$ cat config.mk
export PLATFORM = sky130hd
export DESIGN_NAME = sent_tx_pulse_gen
export DESIGN_NICKNAME = d
export VERILOG_FILES = /design/src/rtl/sent_pkg.sv /design/src/rtl/sent_tx_tick_gen.sv /design/src/rtl/sent_tx_pulse_gen.sv
export SDC_FILE = /design/constraint.sdc
export NUM_CORES = 1
export LEC_CHECK = 0
export ABC_AREA = 1
export CELL_PAD_IN_SITES_DETAIL_PLACEMENT = 1
export CELL_PAD_IN_SITES_GLOBAL_PLACEMENT = 2
export CORE_MARGIN = 4
export CORE_UTILIZATION = 34
export DETAILED_ROUTE_END_ITERATION = 6
export GPL_TIMING_DRIVEN = 0
export HOLD_SLACK_MARGIN = 0.06
export PLACE_DENSITY = 0.91
export SYNTH_ARGS = -nofsm -noshare
export SYNTH_HDL_FRONTEND = slang
export SYNTH_HIERARCHICAL = 1
export SYNTH_SLANG_ARGS = --single-unit
$ cat constraint.sdc
create_clock -name clk -period 7.7 [get_ports clk]
set_input_delay 1.54 -clock clk [delete_from_list [all_inputs] [get_ports clk]]
set_output_delay 1.54 -clock clk [all_outputs]
set_load 0.01 [all_outputs]
$ cat src/rtl/sent_pkg.sv
// rtl/sent_pkg.sv - shared constants, state encoding and helpers for the SENT transmitter
// Purpose: pulse-length constants, nibble-mode encodings, FSM state type and small
//          helpers used by the SENT pulse generator.
package sent_pkg;

  localparam int SYNC_TICKS  = 56;
  localparam int NIBBLE_BASE = 12;
  localparam int PAUSE_MIN   = 12;

  localparam logic [1:0] MODE_3  = 2'd0;
  localparam logic [1:0] MODE_4  = 2'd1;
  localparam logic [1:0] MODE_6  = 2'd2;
  localparam logic [1:0] MODE_6X = 2'd3;

  typedef enum logic [2:0] {
    IDLE,
    SYNC,
    STATUS,
    DATA,
    CRC,
    PAUSE
  } state_t;

  // Index of the most significant data nibble for a given mode; the data
  // phase walks this index down to 0.
  function automatic logic [2:0] last_nibble_idx(input logic [1:0] mode);
    case (mode)
      MODE_3:  return 3'd2;
      MODE_4:  return 3'd3;
      MODE_6:  return 3'd5;
      MODE_6X: return 3'd5;
      default: return 3'd5;
    endcase
  endfunction

  // Pulse length in ticks for a nibble-carrying pulse.
  function automatic logic [8:0] nibble_ticks(input logic [3:0] nib);
    return 9'(NIBBLE_BASE) + {5'd0, nib};
  endfunction

endpackage

$ cat src/rtl/sent_tx_tick_gen.sv
// rtl/sent_tx_tick_gen.sv - SENT tick prescaler
// Purpose: emits a one-clk tick_en every TICK_DIV clks while run is high.
//          The count is held at 0 whenever run is low, so a frame started
//          from idle always begins with a full tick.
// Ports:
//   clk     in  system clock
//   reset   in  synchronous active-low reset
//   run     in  prescaler enable (frame in progress)
//   tick_en out one-clk pulse on the last clk of each tick
module sent_tx_tick_gen #(
  parameter int TICK_DIV = 3
) (
  input  logic clk,
  input  logic reset,
  input  logic run,
  output logic tick_en
);

  localparam int            CW   = (TICK_DIV > 1) ? $clog2(TICK_DIV) : 1;
  localparam logic [CW-1:0] LAST = CW'(TICK_DIV - 1);

  logic [CW-1:0] cnt;

  always_ff @(posedge clk) begin
    if (!reset) begin
      cnt <= '0;
    end else if (!run || tick_en) begin
      cnt <= '0;
    end else begin
      cnt <= cnt + CW'(1);
    end
  end

  assign tick_en = run && (cnt == LAST);

endmodule

$ cat src/rtl/sent_tx_pulse_gen.sv
// rtl/sent_tx_pulse_gen.sv - SENT fast-channel frame serialiser
// Purpose: accepts one frame (status, 3/4/6 data nibbles, CRC) and drives it
//          onto the SENT line as tick-timed pulses: sync, status, data, CRC
//          and an optional pause that pads the frame to FRAME_TICKS.
// Ports:
//   clk           in  system clock
//   reset         in  synchronous active-low reset
//   frame_valid   in  frame request, held until accepted
//   frame_ready   out frame can be accepted this clk
//   nibble_mode   in  0:3 nibbles, 1:4, 2:6, 3:6
//   status_nibble in  status nibble
//   data_nibbles  in  data in [4N-1:0], MS nibble sent first
//   crc_in        in  CRC nibble for the frame
//   sent_out      out SENT line (idles high)
//   busy          out frame in progress
//   frame_done    out one-clk pulse on the last clk of a frame
module sent_tx_pulse_gen #(
  parameter int TICK_DIV    = 3,
  parameter int LOW_TICKS   = 5,
  parameter int PAUSE_EN    = 1,
  parameter int FRAME_TICKS = 282
) (
  input  logic        clk,
  input  logic        reset,
  input  logic        frame_valid,
  output logic        frame_ready,
  input  logic [1:0]  nibble_mode,
  input  logic [3:0]  status_nibble,
  input  logic [23:0] data_nibbles,
  input  logic [3:0]  crc_in,
  output logic        sent_out,
  output logic        busy,
  output logic        frame_done
);

  import sent_pkg::*;

  localparam logic [8:0] LOW_T   = 9'(LOW_TICKS);
  localparam logic [9:0] FRAME_T = 10'(FRAME_TICKS);

  state_t      state, state_next;
  logic [8:0]  tick_cnt, tick_next;
  logic [8:0]  used, used_next;
  logic [2:0]  idx, idx_next;
  logic [1:0]  mode_q;
  logic [3:0]  status_q;
  logic [3:0]  crc_q;
  logic [23:0] data_q;

  logic        tick_en;
  logic        pulse_end;
  logic        last_pulse;
  logic        accept;
  logic        load;
  logic [3:0]  cur_nibble;
  logic [8:0]  pulse_len;
  logic [8:0]  pause_len;

  sent_tx_tick_gen #(
    .TICK_DIV (TICK_DIV)
  ) u_tick_gen (
    .clk     (clk),
    .reset   (reset),
    .run     (busy),
    .tick_en (tick_en)
  );

  assign busy       = (state != IDLE);
  assign cur_nibble = data_q[{idx, 2'b00} +: 4];

  // Pause pads the frame to FRAME_TICKS but never drops below PAUSE_MIN.
  always_comb begin
    pause_len = 9'(PAUSE_MIN);
    if (({1'b0, used} + 10'(PAUSE_MIN)) <= FRAME_T) begin
      pause_len = 9'(FRAME_T - {1'b0, used});
    end
  end

  always_comb begin
    pulse_len = 9'(SYNC_TICKS);
    case (state)
      SYNC:    pulse_len = 9'(SYNC_TICKS);
      STATUS:  pulse_len = nibble_ticks(status_q);
      DATA:    pulse_len = nibble_ticks(cur_nibble);
      CRC:     pulse_len = nibble_ticks(crc_q);
      PAUSE:   pulse_len = pause_len;
      default: pulse_len = 9'(SYNC_TICKS);
    endcase
  end

  assign pulse_end   = tick_en && (tick_cnt == pulse_len - 9'd1);
  assign last_pulse  = (state == PAUSE) || ((state == CRC) && (PAUSE_EN == 0));
  assign frame_done  = pulse_end && last_pulse;
  assign frame_ready = (state == IDLE) || frame_done;
  assign accept      = frame_valid && frame_ready;

  always_comb begin
    state_next = state;
    tick_next  = tick_cnt;
    used_next  = used;
    idx_next   = idx;
    load       = 1'b0;
    if (state == IDLE) begin
      if (accept) begin
        state_next = SYNC;
        tick_next  = '0;
        used_next  = '0;
        load       = 1'b1;
      end
    end else if (tick_en) begin
      if (!pulse_end) begin
        tick_next = tick_cnt + 9'd1;
      end else begin
        tick_next = '0;
        used_next = used + pulse_len;
        case (state)
          SYNC:   state_next = STATUS;
          STATUS: begin
            state_next = DATA;
            idx_next   = last_nibble_idx(mode_q);
          end
          DATA: begin
            if (idx == 3'd0) state_next = CRC;
            else             idx_next   = idx - 3'd1;
          end
          CRC: begin
            if (PAUSE_EN != 0) state_next = PAUSE;
          end
          default: state_next = state;
        endcase
        // Frame end: chain straight into the next sync when a frame is
        // accepted on this same clk, otherwise drop back to idle.
        if (last_pulse) begin
          if (accept) begin
            state_next = SYNC;
            used_next  = '0;
            load       = 1'b1;
          end else begin
            state_next = IDLE;
          end
        end
      end
    end
  end

  always_ff @(posedge clk) begin
    if (!reset) begin
      state    <= IDLE;
      tick_cnt <= '0;
      used     <= '0;
      idx      <= '0;
      mode_q   <= '0;
      status_q <= '0;
      crc_q    <= '0;
      data_q   <= '0;
      sent_out <= 1'b1;
    end else begin
      state    <= state_next;
      tick_cnt <= tick_next;
      used     <= used_next;
      idx      <= idx_next;
      if (load) begin
        mode_q   <= nibble_mode;
        status_q <= status_nibble;
        crc_q    <= crc_in;
        data_q   <= data_nibbles;
      end
      // Registered line: low for the first LOW_TICKS ticks of every pulse.
      sent_out <= (state_next == IDLE) || (tick_next >= LOW_T);
    end
  end

endmodule
Word level (Yosys, flattened, before mapping)
Cells that the tools add are included.
Widths: inputs -> output; s select.

word-level totals
  output and inout port bits = 4
  logic and storage cells = 85
  register bits = 61

operators by class
  magnitude comparators = 2
  multiplexer cells = 28
  add/sub/neg operators = 10
  equal/unequal tests = 12
  bitwise logic cells = 2
  reductions and logical operators = 20
  shift operators = 1

operators with widths
  kind                  number
  $mux 9                11
  $pmux 9 s4            1
  $shiftx 24x6->4       1
  $mux 3                7
  $add 4x4->5 const A   3
  $pmux 3 s4            1
  $add 9x4->10 const B  1
  $le 10x9->1 const B   1
  $add 9x1->9 const B   1
  $add 9x9->9           1
  $eq 9x9->1            1
  $ge 9x3->1 const B    1
  $logic_not 3->1       3
  $pmux 3 s3            1
  $sub 9x1->9 const B   1
  $sub 9x9->9 const A   1
  $eq 2x2->1 const B    3
  $eq 3x2->1 const B    2
  $eq 3x3->1 const B    2
  $mux 1                6
  $pmux 3 s2            1
  $reduce_bool 2->1     3
  $reduce_and 5->1      1
  $logic_and 1x1->1     4
  12 further kinds      17

Logic depth before layout (Yosys ltp)
Gate-level depths: netlist of the first run.

  word-level depth = 17
  depth in mapped cells = 28
  depth with buffers taken out = 27

By module
Netlist of the first run, hierarchy kept.

by module, submodules not included
  module             instances  cells each  area each (um^2)  sequential area each (um^2)
  sent_tx_pulse_gen  1          601         3,950.0           1,181.1
  sent_tx_tick_gen   1          9           77.6              40.0

Least setup slack after synthesis of the first run
No wires, ideal clock.

  path type = flip-flop to output port
  from = register idx[0]
  to = output frame_done
  path buffers = 2
  stages on the path, launching flop included = 19
  slack = 3,534 ps
  data arrival time = 2,626 ps
  cells stage by stage = dfxtp_1 > inv_2 > buf_2 > o21ai_0 > o22ai_1 > nand2_1 > a21oi_1 > a221oi_1 > ha_1 > inv_1 > a21oi_4 > nand2_2 > nor2_4 > nand2_1 > nor2_1 > xnor2_1 > nand3_2 > buf_4 > nor2_1

on the way
  cells in the longest elaborated chain, start to end = 7

RTL lines
  item                      RTL line                  source
  start: declaration        sent_tx_pulse_gen.sv:44   logic [2:0] idx, idx_next;
  start signal: assignment  sent_tx_pulse_gen.sv:161  idx <= idx_next;
  $shiftx 24x6->4           sent_tx_pulse_gen.sv:69   assign cur_nibble = data_q[{idx, 2'b00} +: 4];
  $add 4x4->5               sent_pkg.sv:38            return 9'(NIBBLE_BASE) + {5'd0, nib};
  $pmux 9 s4                sent_tx_pulse_gen.sv:81   case (state)
  $sub 9x1->9               sent_tx_pulse_gen.sv:91   assign pulse_end = tick_en && (tick_cnt == pulse_len - 9'd1);
  $eq 9x9->1                sent_tx_pulse_gen.sv:91
  $logic_and 1x1->1         sent_tx_pulse_gen.sv:91
  $logic_and 1x1->1         sent_tx_pulse_gen.sv:93   assign frame_done = pulse_end && last_pulse;
  end: declaration          sent_tx_pulse_gen.sv:33   output logic frame_done

No other way between the ends.

Final worst setup path of the first run
  from = register idx[2]
  to = output frame_done

The elaborated chain is that of the path after synthesis.

==> impl_metrics.json, run 1 <==
{
  "status": "finished, final reports clean",
  "grt_antenna_before_repair": 0,
  "track_usage": 0.1900,
  "multi_input_area_mm2": 0.002442,
  "routed_via_density": 5.004,
  "fmaxAchievable_mhz": 173.3,
  "ys.warnings.count": 6,
  "skew_ps": 5.408,
  "synth_largest_area_cell": "dfxtp_1",
  "route.detailed.wl_per_inst_um": 14.75,
  "hold_viol_final": 0,
  "detail-route-antenna-nets": 0,
  "clk-insertion-delay-late_ps": 340,
  "syn_area_per_cell_um2": 6.603,
  "dpl-instance-area_mm2": 0.004607,
  "critPathArrivalTime_ps": 4230,
  "synth_cell_types": 43,
  "fin_hold_ws_ps": 433.2,
  "place_congestion": 0.7913,
  "slew_headroom": 0.5764,
  "min_to": "u_tick_gen/cnt[0]",
  "async_flop_share": 0,
  "die_x_um": 116.8,
  "core_mm2": 0.01152,
  "hold_class": "register to register",
  "maxCapViolations": 0,
  "synth_top_area_frac": 0.3032,
  "die_height_um": 116.8,
  "fillerInstances": 1512,
  "post_cts_resized": 0,
  "cts.sinks": 61,
  "grt_pass1_vias": 4321,
  "synthTopCellsByArea": "dfxtp_1 (30%), nand2_1 (13%), nor2_1 (9.9%)",
  "clock_path_buffers": 2,
  "final_nets": 715,
  "area_delta_synth_final_pct": 22.71,
  "min_path_cells": 1,
  "p_leak_nw": 2.253,
  "synth_nets": 664,
  "worst_setup_path_start_kind": "register",
  "rsz0062_at_grt": "no",
  "synth_seq_cells": 61,
  "dpl.hpwl_um": 9317,
  "root_buffer": "clkbuf_16",
  "grt_max_degree": 13,
  "drive_gt1_frac": 0.1126,
  "setup_tns_ps": 0,
  "dominantRegCellSynth": "dfxtp_1",
  "num_rows": 39,
  "seq_area_mm2": 0.001221,
  "final_area_mm2": 0.004942,
  "cts_tree": "built",
  "r2r_start": "idx[2]",
  "crit_path_end_kind": "output pin",
  "slowest_stage": "clkdlybuf4s50_1",
  "via_count": 4048,
  "ctsHoldBuffers": 0,
  "power_density_mw_per_mm2": 182.2,
  "drc": 0,
  "cp_cell_sequence": "inv_1, nor2_1, o21a_1, o21ai_0, nand2_1, nand2_1, nand3b_1, inv_1, ha_1, o21ai_0, a21oi_1, nand2_1, nor2_1, nand3_1, nor2_2, nand3_2, buf_4, nor2_1, clkdlybuf4s50_1",
  "numCtsBuffers": 9,
  "reg2reg_to": "sent_out",
  "fin_crit_sh": 0.7494,
  "hold_start": "u_tick_gen/cnt[0]",
  "dr.pass1.iters": 4,
  "cp_max_fo": 10,
  "drt-total-wl_um": 11930,
  "cts.clk_slew.worst_paths_ps": 60,
  "fin_cells": 809,
  "ioPinCount": 41,
  "startpoint": "idx[2]",
  "overflow": 0,
  "reg2reg_depth": 22,
  "worst_pin_slew_ps": 635.4,
  "final_util": 0.4292,
  "synth_cells": 610,
  "die_area_mm2": 0.01365,
  "ir_drop_v": 0.00009403,
  "critPathKind": "register to output pin",
  "maxSlewViolCount": 0,
  "portBuffers": 40,
  "slowest_delay_ps": 570,
  "reg2reg_setup_slack_ps": 3810,
  "start_util": 0.3497,
  "htree_levels": 3,
  "cts_setup_buffers": 0,
  "worstPathRequired_ps": 6160,
  "setup_violations": 0,
  "place_inst": 793,
  "grt_pass1_wl_um": 20400,
  "drt_iter0_drc": 179,
  "netlist_area_mm2": 0.004028,
  "synth_edf_count": 0,
  "num_antenna_cells": 0,
  "finalCriticalPeriod_ps": 5770,
  "seq_area_frac_synth": 0.3032
}
## layout by cell type, fill, tap and decap left out, drive strengths merged, types with 2 or more instances in the layout
cell type,synthesis,final
nor3,3,3
a221oi,2,2
nor2,119,119
clkinv,0,3
nand3,36,36
xor2,15,15
bufinv,0,2
ha,16,16
a21oi,32,32
xnor2,4,4
nand4,9,9
clkdlybuf4s50,0,40
o21bai,4,4
dfxtp,61,61
nand3b,9,9
nand2,148,148
buf,12,12
clkbuf,5,16
inv,71,71
o21ai,54,54
o21a,3,3
## critical path, delay by kind of cell, from the launching register on
kind | cells | cell delay [ps]
compound gates | 4 | 570
fa+ha+maj | 1 | 320
flops | 1 | 380
buf+inv | 4 | 1070
simple gates | 10 | 1550
## registers in the layout, summed over array words and instances (netlist names)
| name | count |
|---|---|
| idx | 3 |
| crc_q | 4 |
| data_q | 24 |
| sent_out | 1 |
| state | 3 |
| used | 9 |
| mode_q | 2 |
| status_q | 4 |
| tick_cnt | 9 |
| u_tick_gen/cnt | 2 |
## kinds of logic after synthesis
logic type / synth area share
AO/OA/AOI/OAI: 0.1432
buffers and inverters: 0.09040
XOR/XNOR: 0.04318
flip-flops: 0.3032
adder cells (fa/ha/maj): 0.05468
AND/OR/NAND/NOR: 0.3653
## report_power, final
group	total (mW)	internal [mW]	switching (mW)
logic	0.102	0.0449	0.0575
clock network	0.453	0.301	0.152
registers	0.345	0.335	0.00957
total	0.900	0.681	0.219
## per-layer routing
layer,GRT usage,wire length [um]
met5,0,0
met4,0.07798,251
met1,0.2159,5142
met3,0.03085,276
met2,0.3512,6261
## synth_stat cells (2+ instances only)
library cell,n
dfxtp_1,61
buf_2,7
o21ai_4,2
nor3_1,3
ha_1,16
clkbuf_1,5
nand4_1,8
o21bai_1,4
nand3_2,2
nand3_1,34
a221oi_1,2
o21a_1,3
xnor2_1,4
buf_6,2
xor2_1,14
o21ai_0,18
nand2_1,137
nand3b_1,8
inv_1,57
nand2_4,5
nor2_1,106
a21oi_1,30
inv_2,13
nor2_2,7
nor2_4,5
buf_4,2
nand2_2,6
o21ai_1,34
## final cells by class
class / instances / area share
sequential: 61 / 0.2471
tap: 143 / 0.03620
clock inverter: 5 / 0.01671
buffer: 17 / 0.01924
timing repair buffer: 40 / 0.08101
multi-input combinational: 461 / 0.4942
clock buffer: 11 / 0.05114
inverter: 71 / 0.05443
## how the worst max path moves through the flow
stage                 endpoint
CTS                 frame_done
global placement    frame_done
finish              frame_done
global route        frame_done
floorplan           frame_done
detailed placement  frame_done
## metrics by stage
step | power [mW] | worst slack, ps
floorplan | 0.4106 | 3534
global placement | 0.4516 | 2432
detailed placement | 0.4555 | 2344
CTS | 0.9137 | 1851
global route | 0.9376 | 1505
finish | 0.9003 | 1930
Note: power is estimated with default switching activity, not from simulation.
==> inputs of run 2 (changes only) <==
CORE_UTILIZATION = 29   (was 34)
PLACE_DENSITY = 0.83   (was 0.91)
clock period = 5.1 ns   (was 7.7 ns; I/O delays follow)
==> run 2 against run 1 <==
Net effect:
- utilization decreased by 5.7 points
- critical path depth unchanged
- global-route usage decreased by 3.3 points
- worst setup slack got worse by 1600 ps
- non-clock buffer count increased by 3
- first-iteration DRC count decreased by 24%
- clock power increased by 25%
- combinational power increased by 52%
- count of clock-buffer cells in the layout decreased by 1
==> impl_metrics.json, run 2 (synthesis gave the netlist of run 1 again) <==
{
  "p_total_mw": 1.240,
  "num_antenna_cells": 0,
  "grt_pass1_wl_um": 20210,
  "p_int_mw": 0.9016,
  "finalCriticalPeriod_ps": 4793,
  "dr.pass1.iters": 4,
  "fillerInstances": 1735,
  "num_rows": 42,
  "fin_hold_ws_ps": 430.5,
  "route.detailed.wl_per_inst_um": 14.11,
  "place_inst": 826,
  "ioPinCount": 41,
  "seq_power_share": 0.420,
  "place_ws_ps": 286.2,
  "critPathArrivalTime_ps": 3770,
  "cts_tree": "built",
  "via_count": 3980,
  "cp_max_fo": 11,
  "setup_tns_ps": 0,
  "dpl-instance-area_mm2": 0.004648,
  "drc": 0,
  "hold_class": "register to register",
  "ir_drop_v": 0.0001326,
  "core_mm2": 0.01340,
  "htree_levels": 3,
  "detail-route-antenna-nets": 0,
  "drt_iter0_drc": 136,
  "die_area_mm2": 0.01584,
  "portBuffers": 40,
  "p_leak_nw": 2.245,
  "maxCapViolations": 0,
  "fin_cells": 845,
  "worstPathRequired_ps": 4080,
  "critPathKind": "register to output pin",
  "fmaxAchievable_mhz": 208.6,
  "hold_viol_final": 0,
  "mostFrequentLayoutCells": "nand2_1 (137), nor2_1 (103), inv_1 (57)",
  "setup_violations": 0,
  "final_area_mm2": 0.004987,
  "skew_ps": 10.24,
  "crit_path_end_kind": "output pin",
  "power_switching_share": 0.2731,
  "grt_max_degree": 13,
  "drt-total-wl_um": 11930,
  "reg_top3": "data_q (24), tick_cnt (9), used (9)",
  "multi_input_area_mm2": 0.002482,
  "final_common_cell": "nand2_1",
  "routed_via_density": 4.710,
  "worst_pin_slew_ps": 705.2,
  "cts.clk_slew.worst_paths_ps": 60,
  "power_density_mw_per_mm2": 248.7,
  "fin_ws_ps": 307.2,
  "grt_antenna_before_repair": 0,
  "fin_crit_sh": 0.9398,
  "seq_area_mm2": 0.001227,
  "cts.sinks": 61,
  "area_delta_synth_final_pct": 23.83,
  "start_util": 0.3006,
  "numCtsBuffers": 9,
  "slew_headroom": 0.5299,
  "clk-insertion-delay-late_ps": 340,
  "final_nets": 718,
  "track_usage": 0.1569,
  "dpl.hpwl_um": 9386,
  "largest-register": "data_q",
  "clock_path_buffers": 2,
  "grt_pass1_vias": 4273,
  "drive_gt1_frac": 0.1286,
  "switchingPower_mw": 0.3388,
  "overflow": 0,
  "root_buffer": "clkbuf_16",
  "worst_setup_path_start_kind": "register",
  "maxSlewViolCount": 0,
  "pwr-share-clk": 0.454,
  "min_path_cells": 1,
  "status": "finished, final reports clean",
  "die_height_um": 125.9,
  "place_congestion": 0.8563,
  "reg2reg_depth": 23,
  "die_x_um": 125.9,
  "largest_register_ffs": 24,
  "final_util": 0.3722,
  "p_comb_frac": 0.125
}
## run 2: worst max-delay path, cell delays in order (launching register included)
cell and delay [ps]:
dfxtp_2 380, inv_2 60, buf_2 190, o21ai_0 180, o22ai_1 90, nand2_1 70, a21oi_1 80, a221oi_2 210
ha_1 190, inv_1 60, a21oi_4 200, nand2_2 130, nor2_4 180, nand2_1 90, nor2_1 130, xnor2_1 180
nand3_4 110, buf_4 200, nor2_2 130, clkdlybuf4s50_1 550
## run 2: routing by layer
metal	wire length (um)	track usage	up-vias
li1	-	-	2068
met1	5404	0.1823	1841
met2	5932	0.2813	48
met3	303	0.03599	23
met4	286	0.05741	0
met5	0	0	-
## run 2: final cells by class
cell class,instances,share of cell area
sequential,61,0.2461
clock inverter,6,0.007777
multi-input combinational,461,0.4977
tap,176,0.04415
timing repair buffer,43,0.08530
inverter,71,0.05394
clock buffer,10,0.04591
buffer,17,0.01907
## run 2: final timing paths
kind                                        start                 to  slack (ps)
worst max-delay path                       idx[0]         frame_done         310
worst min-delay path            u_tick_gen/cnt[0]  u_tick_gen/cnt[0]         430
worst min register to register  u_tick_gen/cnt[0]  u_tick_gen/cnt[0]         430
worst max register to register             idx[0]           sent_out        1420
## run 2: what timing repair did
action | 4_1_cts | 5_1_grt
gates resized for setup | 3 | 11
endpoints found under the setup margin | 1 | 2
pin swaps | 1 | 2
cloned | 0 | 0
hold buffers | 0 | 0
setup buffers | 0 | 3
## run 2: power by group through the flow
stage                     registers [mW]  clock network [mW]  logic (mW)
final                              0.522               0.564       0.155
after global routing               0.525               0.603       0.178
after detailed placement           0.532                   0       0.157
after floorplan                    0.527                   0      0.0931
after CTS                          0.521               0.583       0.158
after global placement             0.530                   0       0.154
==> inputs of run 3 (changes only) <==
GPL_ROUTABILITY_DRIVEN = 0   (was unset)
PLACE_DENSITY = 0.76   (was 0.83)
==> run 3 against run 2 <==
Net effect:
- worst setup slack lost 8.1 ps
- hold slack gained 12 ps
- flip-flop and latch count is the same
- die area is the same
- critical endpoint unchanged
- count of clock-buffer cells in the layout grew 1
- via count grew 0.33%
- largest power group unchanged
- total power grew 2.3%
- cell area shrank 0.20%
- clock power grew 5.0%
==> impl_metrics.json, run 3 (synthesis gave the netlist of run 1 again) <==
{
  "status": "finished, final reports clean",
  "final_util": 0.3714,
  "seq_area_mm2": 0.001227,
  "worstPathRequired_ps": 4080,
  "pwr-share-clk": 0.466,
  "core_mm2": 0.01340,
  "detail-route-antenna-nets": 0,
  "power_density_mw_per_mm2": 255.0,
  "grt_pass1_vias": 4243,
  "hold_class": "register to register",
  "maxSlewViolCount": 0,
  "p_total_mw": 1.269,
  "root_buffer": "clkbuf_16",
  "critPathKind": "register to output pin",
  "worst_pin_slew_ps": 741.2,
  "hold_viol_final": 0,
  "fmaxAchievable_mhz": 208.3,
  "worst_setup_path_start_kind": "register",
  "clk-insertion-delay-late_ps": 340,
  "fin_crit_sh": 0.9413,
  "numCtsBuffers": 9,
  "overflow": 0,
  "dpl.hpwl_um": 9790,
  "final_nets": 715,
  "critPathArrivalTime_ps": 3780,
  "power_switching_share": 0.2677,
  "die_x_um": 125.9,
  "routed_via_density": 4.742,
  "cp_cell_sequence": "inv_2, nor2_4, nand2_2, inv_2, nand2_1, inv_2, nand2_1, nand3b_2, inv_2, ha_1, o21ai_0, a21oi_1, nand2_1, nor2_1, nand3_1, nor2_2, nand3_4, buf_6, nor2_1, clkdlybuf4s50_1",
  "multi_input_area_mm2": 0.002471,
  "start_util": 0.3006,
  "cp_max_fo": 10,
  "p_comb_frac": 0.123,
  "cts.clk_slew.worst_paths_ps": 60,
  "ir_drop_v": 0.0001726,
  "cts.sinks": 61,
  "p_int_mw": 0.9294,
  "die_area_mm2": 0.01584,
  "num_rows": 42,
  "switchingPower_mw": 0.3398,
  "area_delta_synth_final_pct": 23.58,
  "mostFrequentLayoutCells": "nand2_1 (137), nor2_1 (104), inv_1 (56), dfxtp_1 (56), clkdlybuf4s50_1 (40)",
  "grt_antenna_before_repair": 0,
  "setup_tns_ps": 0,
  "drt_iter0_drc": 130,
  "drt-total-wl_um": 12410,
  "setup_violations": 0,
  "route.detailed.wl_per_inst_um": 14.74,
  "final_common_cell": "nand2_1",
  "largest-register": "data_q",
  "largest_register_ffs": 24,
  "num_antenna_cells": 0,
  "slew_headroom": 0.5058,
  "crit_path_end_kind": "output pin",
  "critPathTopFamily": "simple AND/OR/NAND/NOR gates",
  "maxCapViolations": 0,
  "place_inst": 826,
  "reg_top3": "data_q (24), tick_cnt (9), used (9)",
  "fillerInstances": 1739,
  "drc": 0,
  "portBuffers": 40,
  "ioPinCount": 41,
  "dr.pass1.iters": 4,
  "grt_pass1_wl_um": 20830,
  "place_ws_ps": 318.7,
  "drive_gt1_frac": 0.1276,
  "die_height_um": 125.9,
  "track_usage": 0.1625,
  "finalCriticalPeriod_ps": 4801,
  "rsz0062_at_grt": "no",
  "htree_levels": 3,
  "skew_ps": 5.976,
  "critPathBufInv": 6,
  "slowest_delay_ps": 540,
  "fin_cells": 842,
  "seq_power_share": 0.411,
  "fin_ws_ps": 299.1,
  "clock_path_buffers": 2,
  "p_leak_nw": 2.240,
  "crit_top_cell": "inv_2",
  "slowest_stage": "clkdlybuf4s50_1",
  "via_count": 3993,
  "grt_max_degree": 13,
  "cts_tree": "built"
}
run 3: layout make-up:
type / count / share of cell area
multi-input combinational: 461 / 0.4965
sequential: 61 / 0.2466
buffer: 16 / 0.01911
timing repair buffer: 41 / 0.08195
inverter: 71 / 0.05405
clock inverter: 5 / 0.006787
clock buffer: 11 / 0.05078
tap: 176 / 0.04424
run 3: worst paths after layout:
kind,startpoint,to,slack [ps],depth (start not counted)
worst min-delay path,u_tick_gen/cnt[0],u_tick_gen/cnt[0],440,1
worst max register to register,state[0],sent_out,1530,23
worst min register to register,u_tick_gen/cnt[0],u_tick_gen/cnt[0],440,1
worst max-delay path,state[0],frame_done,300,20
run 3: power by group through the flow:
stage	sequential, mW	combinational [mW]	clock, mW
global route	0.524	0.176	0.633
detailed placement	0.531	0.158	0
finish	0.521	0.156	0.592
CTS	0.521	0.159	0.610
floorplan	0.527	0.0931	0
global placement	0.531	0.155	0
run 3: what timing repair did:
item,4_1_cts,5_1_grt
setup endpoints to repair,1,2
cloned,0,0
buffers inserted,0,1
hold buffers,0,0
gates resized for setup,3,11
pin swaps,1,2
run 3: per-layer routing:
metal / vias to the layer above / global-route usage / part of all wire
met2: 56 / 0.2999 / 0.52
met4: 0 / 0.03912 / 0.015
met3: 11 / 0.03853 / 0.029
met5: - / 0 / 0
li1: 2055 / - / -
met1: 1871 / 0.1896 / 0.43
run 3: metrics by stage:
step | hold slack, ps | area, um2
6_report | 442.9 | 4977
5_1_grt | 477.1 | 4977
4_1_cts | 454.4 | 4946
3_5_place_dp | 447.1 | 4648
3_3_place_gp | 406.4 | 4648
2_1_floorplan | 396.8 | 4028
